<file path="config.mk">
export PLATFORM = sky130hd
export DESIGN_NAME = logic_unit_pipe
export DESIGN_NICKNAME = d
export VERILOG_FILES = /design/src/rtl/logic_unit_pipe.sv
export SDC_FILE = /design/constraint.sdc
export NUM_CORES = 1
export LEC_CHECK = 0
export BUFFER_PORTS_ARGS = -buffer_cell sky130_fd_sc_hd__buf_2
export CAP_MARGIN = 25
export CORE_ASPECT_RATIO = 0.7
export CORE_UTILIZATION = 57
export DETAILED_ROUTE_END_ITERATION = 12
export PLACE_DENSITY = 0.81
export SLEW_MARGIN = 40
export SYNTH_ARGS = -nofsm -noshare
export SYNTH_HDL_FRONTEND = slang
export SYNTH_SLANG_ARGS = --single-unit
</file>
<file path="constraint.sdc">
create_clock -name clk -period 2.48 [get_ports clk]
set_input_delay 0.248 -clock clk [delete_from_list [all_inputs] [get_ports clk]]
set_output_delay 0.248 -clock clk [all_outputs]
set_load 0.01 [all_outputs]
</file>
<file path="src/rtl/logic_unit_pipe.sv">
`default_nettype none
// ============================================================================
// Module      : logic_unit_pipe
// Description : Two-stage valid/ready pipelined ARM logical unit
//               (AND/EOR/ORR/BIC/MOV/MVN/TST/TEQ) with NZC flags.
//               Optional macro LOGIC_UNIT_OPCOUNT_EN adds a 16-bit count of
//               output handshakes on port op_count.
// Revision    : 1.0 - initial release
// ============================================================================
module logic_unit_pipe #(
    parameter int WIDTH = 32
) (
    input  logic             clk,
    input  logic             reset,
    input  logic             in_valid,
    output logic             in_ready,
    input  logic [2:0]       in_op,
    input  logic [WIDTH-1:0] in_a,
    input  logic [WIDTH-1:0] in_b,
    input  logic             in_cin,
    output logic             out_valid,
    input  logic             out_ready,
    output logic [WIDTH-1:0] out_y,
    output logic             out_wr,
    output logic [2:0]       out_flags
`ifdef LOGIC_UNIT_OPCOUNT_EN
    ,
    output logic [15:0]      op_count
`endif
);

    localparam logic [2:0] c_OP_AND = 3'b000;
    localparam logic [2:0] c_OP_EOR = 3'b001;
    localparam logic [2:0] c_OP_ORR = 3'b010;
    localparam logic [2:0] c_OP_BIC = 3'b011;
    localparam logic [2:0] c_OP_MOV = 3'b100;
    localparam logic [2:0] c_OP_MVN = 3'b101;
    localparam logic [2:0] c_OP_TST = 3'b110;
    localparam logic [2:0] c_OP_TEQ = 3'b111;

    // Stage S1: captured operand bundle
    logic             r_s1_valid;
    logic [2:0]       r_s1_op;
    logic [WIDTH-1:0] r_s1_a;
    logic [WIDTH-1:0] r_s1_b;
    logic             r_s1_cin;

    // Stage S2: result bundle, drives the outputs directly
    logic             r_out_valid;
    logic [WIDTH-1:0] r_out_y;
    logic             r_out_wr;
    logic [2:0]       r_out_flags;

    logic             w_s2_adv;
    logic             w_s1_adv;
    logic             w_accept;
    logic [WIDTH-1:0] w_y;
    logic             w_wr;
    logic [2:0]       w_flags;

    assign w_s2_adv = !r_out_valid || out_ready;
    assign w_s1_adv = !r_s1_valid || w_s2_adv;
    assign w_accept = in_valid && w_s1_adv;
    assign in_ready = w_s1_adv;

    always_comb begin
        w_y  = '0;
        w_wr = 1'b1;
        case (r_s1_op)
            c_OP_AND: w_y = r_s1_a & r_s1_b;
            c_OP_EOR: w_y = r_s1_a ^ r_s1_b;
            c_OP_ORR: w_y = r_s1_a | r_s1_b;
            c_OP_BIC: w_y = r_s1_a & ~r_s1_b;
            c_OP_MOV: w_y = r_s1_b;
            c_OP_MVN: w_y = ~r_s1_b;
            c_OP_TST: begin
                w_y  = r_s1_a & r_s1_b;
                w_wr = 1'b0;
            end
            c_OP_TEQ: begin
                w_y  = r_s1_a ^ r_s1_b;
                w_wr = 1'b0;
            end
            default: w_y = '0;
        endcase
    end

    // Carry is a pass-through of the shifter carry; nothing here generates one
    assign w_flags = {w_y[WIDTH-1], (w_y == '0), r_s1_cin};

    always_ff @(posedge clk) begin
        if (reset) begin
            r_s1_valid <= 1'b0;
            r_s1_op    <= '0;
            r_s1_a     <= '0;
            r_s1_b     <= '0;
            r_s1_cin   <= 1'b0;
        end else if (w_s1_adv) begin
            r_s1_valid <= in_valid;
            if (w_accept) begin
                r_s1_op  <= in_op;
                r_s1_a   <= in_a;
                r_s1_b   <= in_b;
                r_s1_cin <= in_cin;
            end
        end
    end

    always_ff @(posedge clk) begin
        if (reset) begin
            r_out_valid <= 1'b0;
            r_out_y     <= '0;
            r_out_wr    <= 1'b0;
            r_out_flags <= '0;
        end else if (w_s2_adv) begin
            r_out_valid <= r_s1_valid;
            if (r_s1_valid) begin
                r_out_y     <= w_y;
                r_out_wr    <= w_wr;
                r_out_flags <= w_flags;
            end
        end
    end

    assign out_valid = r_out_valid;
    assign out_y     = r_out_y;
    assign out_wr    = r_out_wr;
    assign out_flags = r_out_flags;

`ifdef LOGIC_UNIT_OPCOUNT_EN
    logic [15:0] r_op_count;

    always_ff @(posedge clk) begin
        if (reset) begin
            r_op_count <= '0;
        end else if (r_out_valid && out_ready) begin
            r_op_count <= r_op_count + 16'd1;
        end
    end

    assign op_count = r_op_count;
`endif

endmodule
`default_nettype wire

</file>
Word level (Yosys, flattened, before mapping)

Cells that the tools add are included.

Flip-flop bits (word level): 106
Input bits: 72

Eq/ne operators: 7
Multiplexer cells: 2
Bitwise gates (word level): 5
Reductions and logical operators: 12

Operator list:

| operator           | number |
|---|---|
| $pmux 32 s6        | 1 |
| $and 32x32->32     | 2 |
| $logic_not 32->1   | 1 |
| $not 32->32        | 1 |
| $or 32x32->32      | 1 |
| $xor 32x32->32     | 1 |
| $eq 3x3->1 const B | 4 |
| $eq 3x2->1 const B | 2 |
| $reduce_or 2->1    | 3 |
| $reduce_and 2->1   | 2 |
| $eq 3x1->1 const B | 1 |
| $logic_not 3->1    | 1 |
| $logic_not 1->1    | 2 |
| $logic_or 1x1->1   | 2 |
| $logic_and 1x1->1  | 1 |
| $mux 1             | 1 |

Logic depth before layout (Yosys ltp)

Depth in word-level cells: 5
Depth in mapped cells: 11

Least setup slack after synthesis

OpenSTA, ideal clock, no wires.

Kind: register -> register
Start point: reg r_s1_op[1]
End point: reg r_out_flags[1], in the netlist out_flags[1]
Setup time: 84 ps
Data arrival time: 1968 ps
Data required time: 2396 ps
Setup slack: 427 ps
Stages on the path, launching flop included: 9
Buffers on the path: 0
Period minus slack after synthesis: 2053 ps
Cell sequence: dfxtp_1 and2b_4 o21ai_0 a21oi_1 a221o_1 a221o_1 a2111oi_4 nand4_1 o31ai_2

Word-level cells in the longest chain between the ends: 4
Elaborated cells on any way between the ends: 12

RTL lines:

| item                                     | RTL line | text |
|---|---|---|
| start, declared                          | 43       | `logic [2:0] r_s1_op;` |
| start signal, assigned                   | 101      | `r_s1_op <= in_op;` |
| $eq 3x3->1, or another cell as far along | 69       | `case (r_s1_op)` |
| $reduce_or 2->1 (no line)                | -        |  |
| $pmux 32 s6 (*)                          | 69       |  |
| $logic_not 32->1 (*)                     | 89       | `assign w_flags = {w_y[WIDTH-1], (w_y == '0), r_s1_cin};` |
| end signal, assigned                     | 120      | `r_out_flags <= w_flags;` |
| end, declared                            | 52       | `logic [2:0] r_out_flags;` |

Mark *: on every way between the ends. The rest lies on a longest branch, timed or not.
A chain may end at the register's enable or synchronous reset.

Worst setup path after layout

Start point: reg r_s1_op[2]
End point: reg r_out_flags[1], in the netlist out_flags[1]

Same word-level chain as after synthesis.

==> flow_metrics.py <==
metrics = {
    "status": {
        "status": "complete, no violations",
    },
    "power_and_ir_drop": {
        "leakagePower_nw": 2.97,
        "ir_worst_vdd_v": 0.000368,
        "power_density_nw_per_um2": 595,
    },
    "cts": {
        "ctsHoldBuffers": 0,
        "worst_skew_pair.late_latency_ps": 360,
        "clk_pin_slew_ps": 80,
        "cts_tree": "yes",
        "root_buffer": "clkbuf_16",
        "cts_sinks": 105,
        "numCtsBuffers": 9,
        "htreeDepth": 3,
        "post_cts_buffers": 0,
        "ctsLongestPathBuffers": 2,
    },
    "cells_and_area": {
        "fin_nets": 1015,
        "area_growth_pct": 16.0,
        "drive_gt1_share_pct": 19.9,
        "fillCellCount": 914,
        "fin_cells": 1048,
        "finalInstanceArea_um2": 7090,
        "diodes": 0,
    },
    "sta": {
        "finalCritPeriodShare_pct": 95.1,
        "period_minus_slack_ps": 2360,
        "maxSlewHeadroom_pct": 49.4,
        "fin_skew_ps": 6.36,
        "max_clock_freq_mhz": 424,
        "drv_slew": 0,
        "hold_viol": 0,
        "tightest_slew_ps": 755,
        "setup_viol_count_final": 0,
        "whs_ps": 118,
    },
    "min_path": {
        "hp-class": "in2reg",
    },
    "yosys": {
        "ys_seq_area_share_pct": 34.4,
        "synth_edf_count": 0,
        "synth_top_family_by_area": "compound AO/OA/AOI/OAI gates",
        "synth_xor_xnor_area_share_pct": 0.594,
        "synth_mux_area_share_pct": 0.819,
        "async_reset_ff_share_pct": 0,
        "ys_ff_latch": 105,
        "ys_types": 61,
        "syn_inst": 825,
        "netlist_area_um2": 6110,
        "yosys.area_share.simple_pct": 19.6,
        "synth_nets": 929,
        "synth_fa_ha_area_share_pct": 6.55,
        "synth_compound_area_share_pct": 27.8,
        "syn_avg_cell_area_um2": 7.41,
        "ys_warn_count": 0,
        "ys.flop_type": "dfxtp_1",
    },
    "worst_setup_path": {
        "crit_path_start_kind": "flip-flop",
        "crit_slowest_cell": "a221oi_2",
        "worstPathCellList": "buf_12 -> and2b_4 -> o21ai_0 -> a21oi_1 -> a221oi_2 -> a21oi_1 -> a2111oi_4 -> nand4_1 -> o31ai_2",
        "crit_path_max_fanout": 22,
        "critical-path-top-delay-family": "compound AO/OA/AOI/OAI gates",
        "slowest_delay_ps": 400,
        "crit_top_cell": "a21oi_1",
        "criticalPathCategory": "reg2reg",
        "cp-end-kind": "flip-flop",
        "critPathRequiredTime_ps": 2760,
        "worst-path-buf-inv": 1,
        "arrival_ps": 2640,
    },
    "placed_design": {
        "place_congestion": 1.07,
        "dp_hpwl_um": 12800,
        "place_area_um2": 6730,
        "port_buffers": 109,
        "dp_cells": 1032,
    },
    "die": {
        "num_io_pins": 110,
        "die_w_um": 126,
        "core_area_um2": 10400,
        "start_util_pct": 58.8,
        "rows": 31,
        "dieHeight_um": 88.6,
        "die_area_um2": 11100,
    },
    "drt": {
        "post-route-drc-count": 0,
        "drtIter0Drc": 734,
        "postRouteAntennaNets": 0,
        "avgViaCountPerCell": 5.82,
        "drtPass1Iterations": 6,
        "vias": 6097,
        "post_drt_wl_per_cell_um": 16.8,
        "finalWirelength_um": 17600,
    },
    "global_route": {
        "grt_usage_pct": 31.8,
        "grt_max_degree": 105,
        "grt_pass1_vias": 5114,
        "grt_overflow": 0,
        "antenna_found_initial": 0,
        "grt_first_pass_wirelength_um": 27200,
    },
    "run": {
        "max-cap-violations": 0,
    },
}
-- synth_stat cells, types with 5 or more instances --
cell | n | share of area, %
nand2_1 | 170 | 10
a21oi_1 | 140 | 11
dfxtp_1 | 105 | 34
inv_1 | 71 | 4.4
nor2_1 | 48 | 2.9
clkbuf_1 | 38 | 2.3
o21ai_0 | 38 | 3.1
ha_1 | 32 | 6.5
a211oi_1 | 25 | 3.1
nand3_1 | 17 | 1.4
a221oi_1 | 9 | 1.3
buf_6 | 9 | 1.7
nor2b_1 | 9 | 0.92
a221oi_2 | 8 | 2.0
nand2b_1 | 7 | 0.72
o211ai_1 | 7 | 0.86
o22ai_1 | 7 | 0.72
a32oi_1 | 6 | 0.86
o21ai_1 | 6 | 0.49
o221ai_1 | 6 | 0.86
mux2i_1 | 5 | 0.82
-- state kept, by name (all words and copies together) (netlist names) --
register and cells:
r_s1_op 3, out_valid 1, r_s1_valid 1, r_s1_cin 1
r_s1_a 32, out_y 32, out_wr 1, out_flags 2
r_s1_b 32
-- worst min-delay path, cell delays in order --
cell	delay, ps
buf_2	90
nand2_1	40
a21oi_1	50
-- metrics by stage --
step	setup TNS [ps]	total power [mW]	utilization [%]	worst slack, ps
3_3_place_gp	0	2.71	64.7	102
2_1_floorplan	0	2.44	-	427
5_1_grt	-7.78	4.39	68.2	-7.78
6_report	0	4.21	68.2	122
4_1_cts	0	4.19	67.7	78.2
3_5_place_dp	0	2.72	64.8	107
-- power by group --
part / switching [mW] / internal (mW)
clock network: 0.687 / 0.803
registers: 0.0814 / 1.77
logic: 0.520 / 0.352
-- what timing repair did --
| item | CTS | global route |
|---|---|---|
| setup endpoints to repair | 0 | 1 |
| hold endpoints to repair | 0 | 0 |
| resized for setup | 0 | 9 |
-- path summary, 6_finish.rpt --
| kind | start | endpoint | slack [ps] | cells past startpoint |
|---|---|---|---|---|
| setup / recovery | r_s1_op[2]$_SDFFE_PP0P_ | out_flags[1]$_SDFFE_PP0P_ | 120 | 9 |
| hold / removal | in_b[27] | r_s1_b[27]$_SDFFE_PP0P_ | 120 | 3 |
| setup reg to reg | r_s1_op[2]$_SDFFE_PP0P_ | out_flags[1]$_SDFFE_PP0P_ | 120 | 9 |
| hold reg to reg | out_y[28]$_SDFFE_PP0P_ | out_y[28]$_SDFFE_PP0P_ | 450 | 2 |
-- layout by cell type (no fill, tap or decap), types with 2 or more instances in the layout --
master | netlist | routed
nor4_1 | 3 | 3
buf_2 | 3 | 109
a21oi_1 | 140 | 140
a221o_2 | 2 | 2
a221oi_1 | 9 | 4
o221ai_1 | 6 | 6
ha_1 | 32 | 32
nand3_1 | 17 | 17
a221oi_2 | 8 | 13
o22ai_1 | 7 | 7
clkbuf_16 | 0 | 9
buf_4 | 3 | 22
o21ai_1 | 6 | 6
a211oi_1 | 25 | 24
nor3_1 | 3 | 3
a221o_1 | 3 | 3
and2b_1 | 3 | 3
a31oi_1 | 3 | 3
o21ai_0 | 38 | 38
inv_6 | 0 | 4
o211ai_1 | 7 | 7
buf_12 | 0 | 4
mux2i_1 | 5 | 5
nand2_1 | 170 | 169
o2bb2ai_1 | 2 | 2
nand3b_1 | 3 | 3
nor2_1 | 48 | 48
nand2b_1 | 7 | 7
a32oi_1 | 6 | 6
dfxtp_1 | 105 | 105
nor2b_1 | 9 | 8
inv_1 | 71 | 71
-- layout make-up --
type,count,area (um^2),share of cell area [%]
tap,132,165,2.33
clock inverter,7,81.3,1.15
multi-input combinational,586,3440,48.5
clock buffer,9,225,3.18
timing repair buffer,136,802,11.3
sequential,105,2100,29.7
inverter,73,274,3.87
-- kinds of logic after synthesis --
family                     count (synthesis)
AOI/OAI and AO/OA                        271
xor gates and xnor gates                   2
adders and majority gates                 32
buffers and inverters                    134
DFF                                      105
muxes                                      5
and+or+nand+nor                          276
-- routing by layer --
metal / up-vias / part of all wire [%] / global-route usage [%]
met5: - / 0 / 0
met4: 0 / 1.1 / 7.01
met3: 21 / 11 / 9.43
met2: 317 / 36 / 40.3
met1: 2741 / 52 / 50.5
li1: 3018 / - / -
Note: power is estimated with default switching activity, not from simulation.
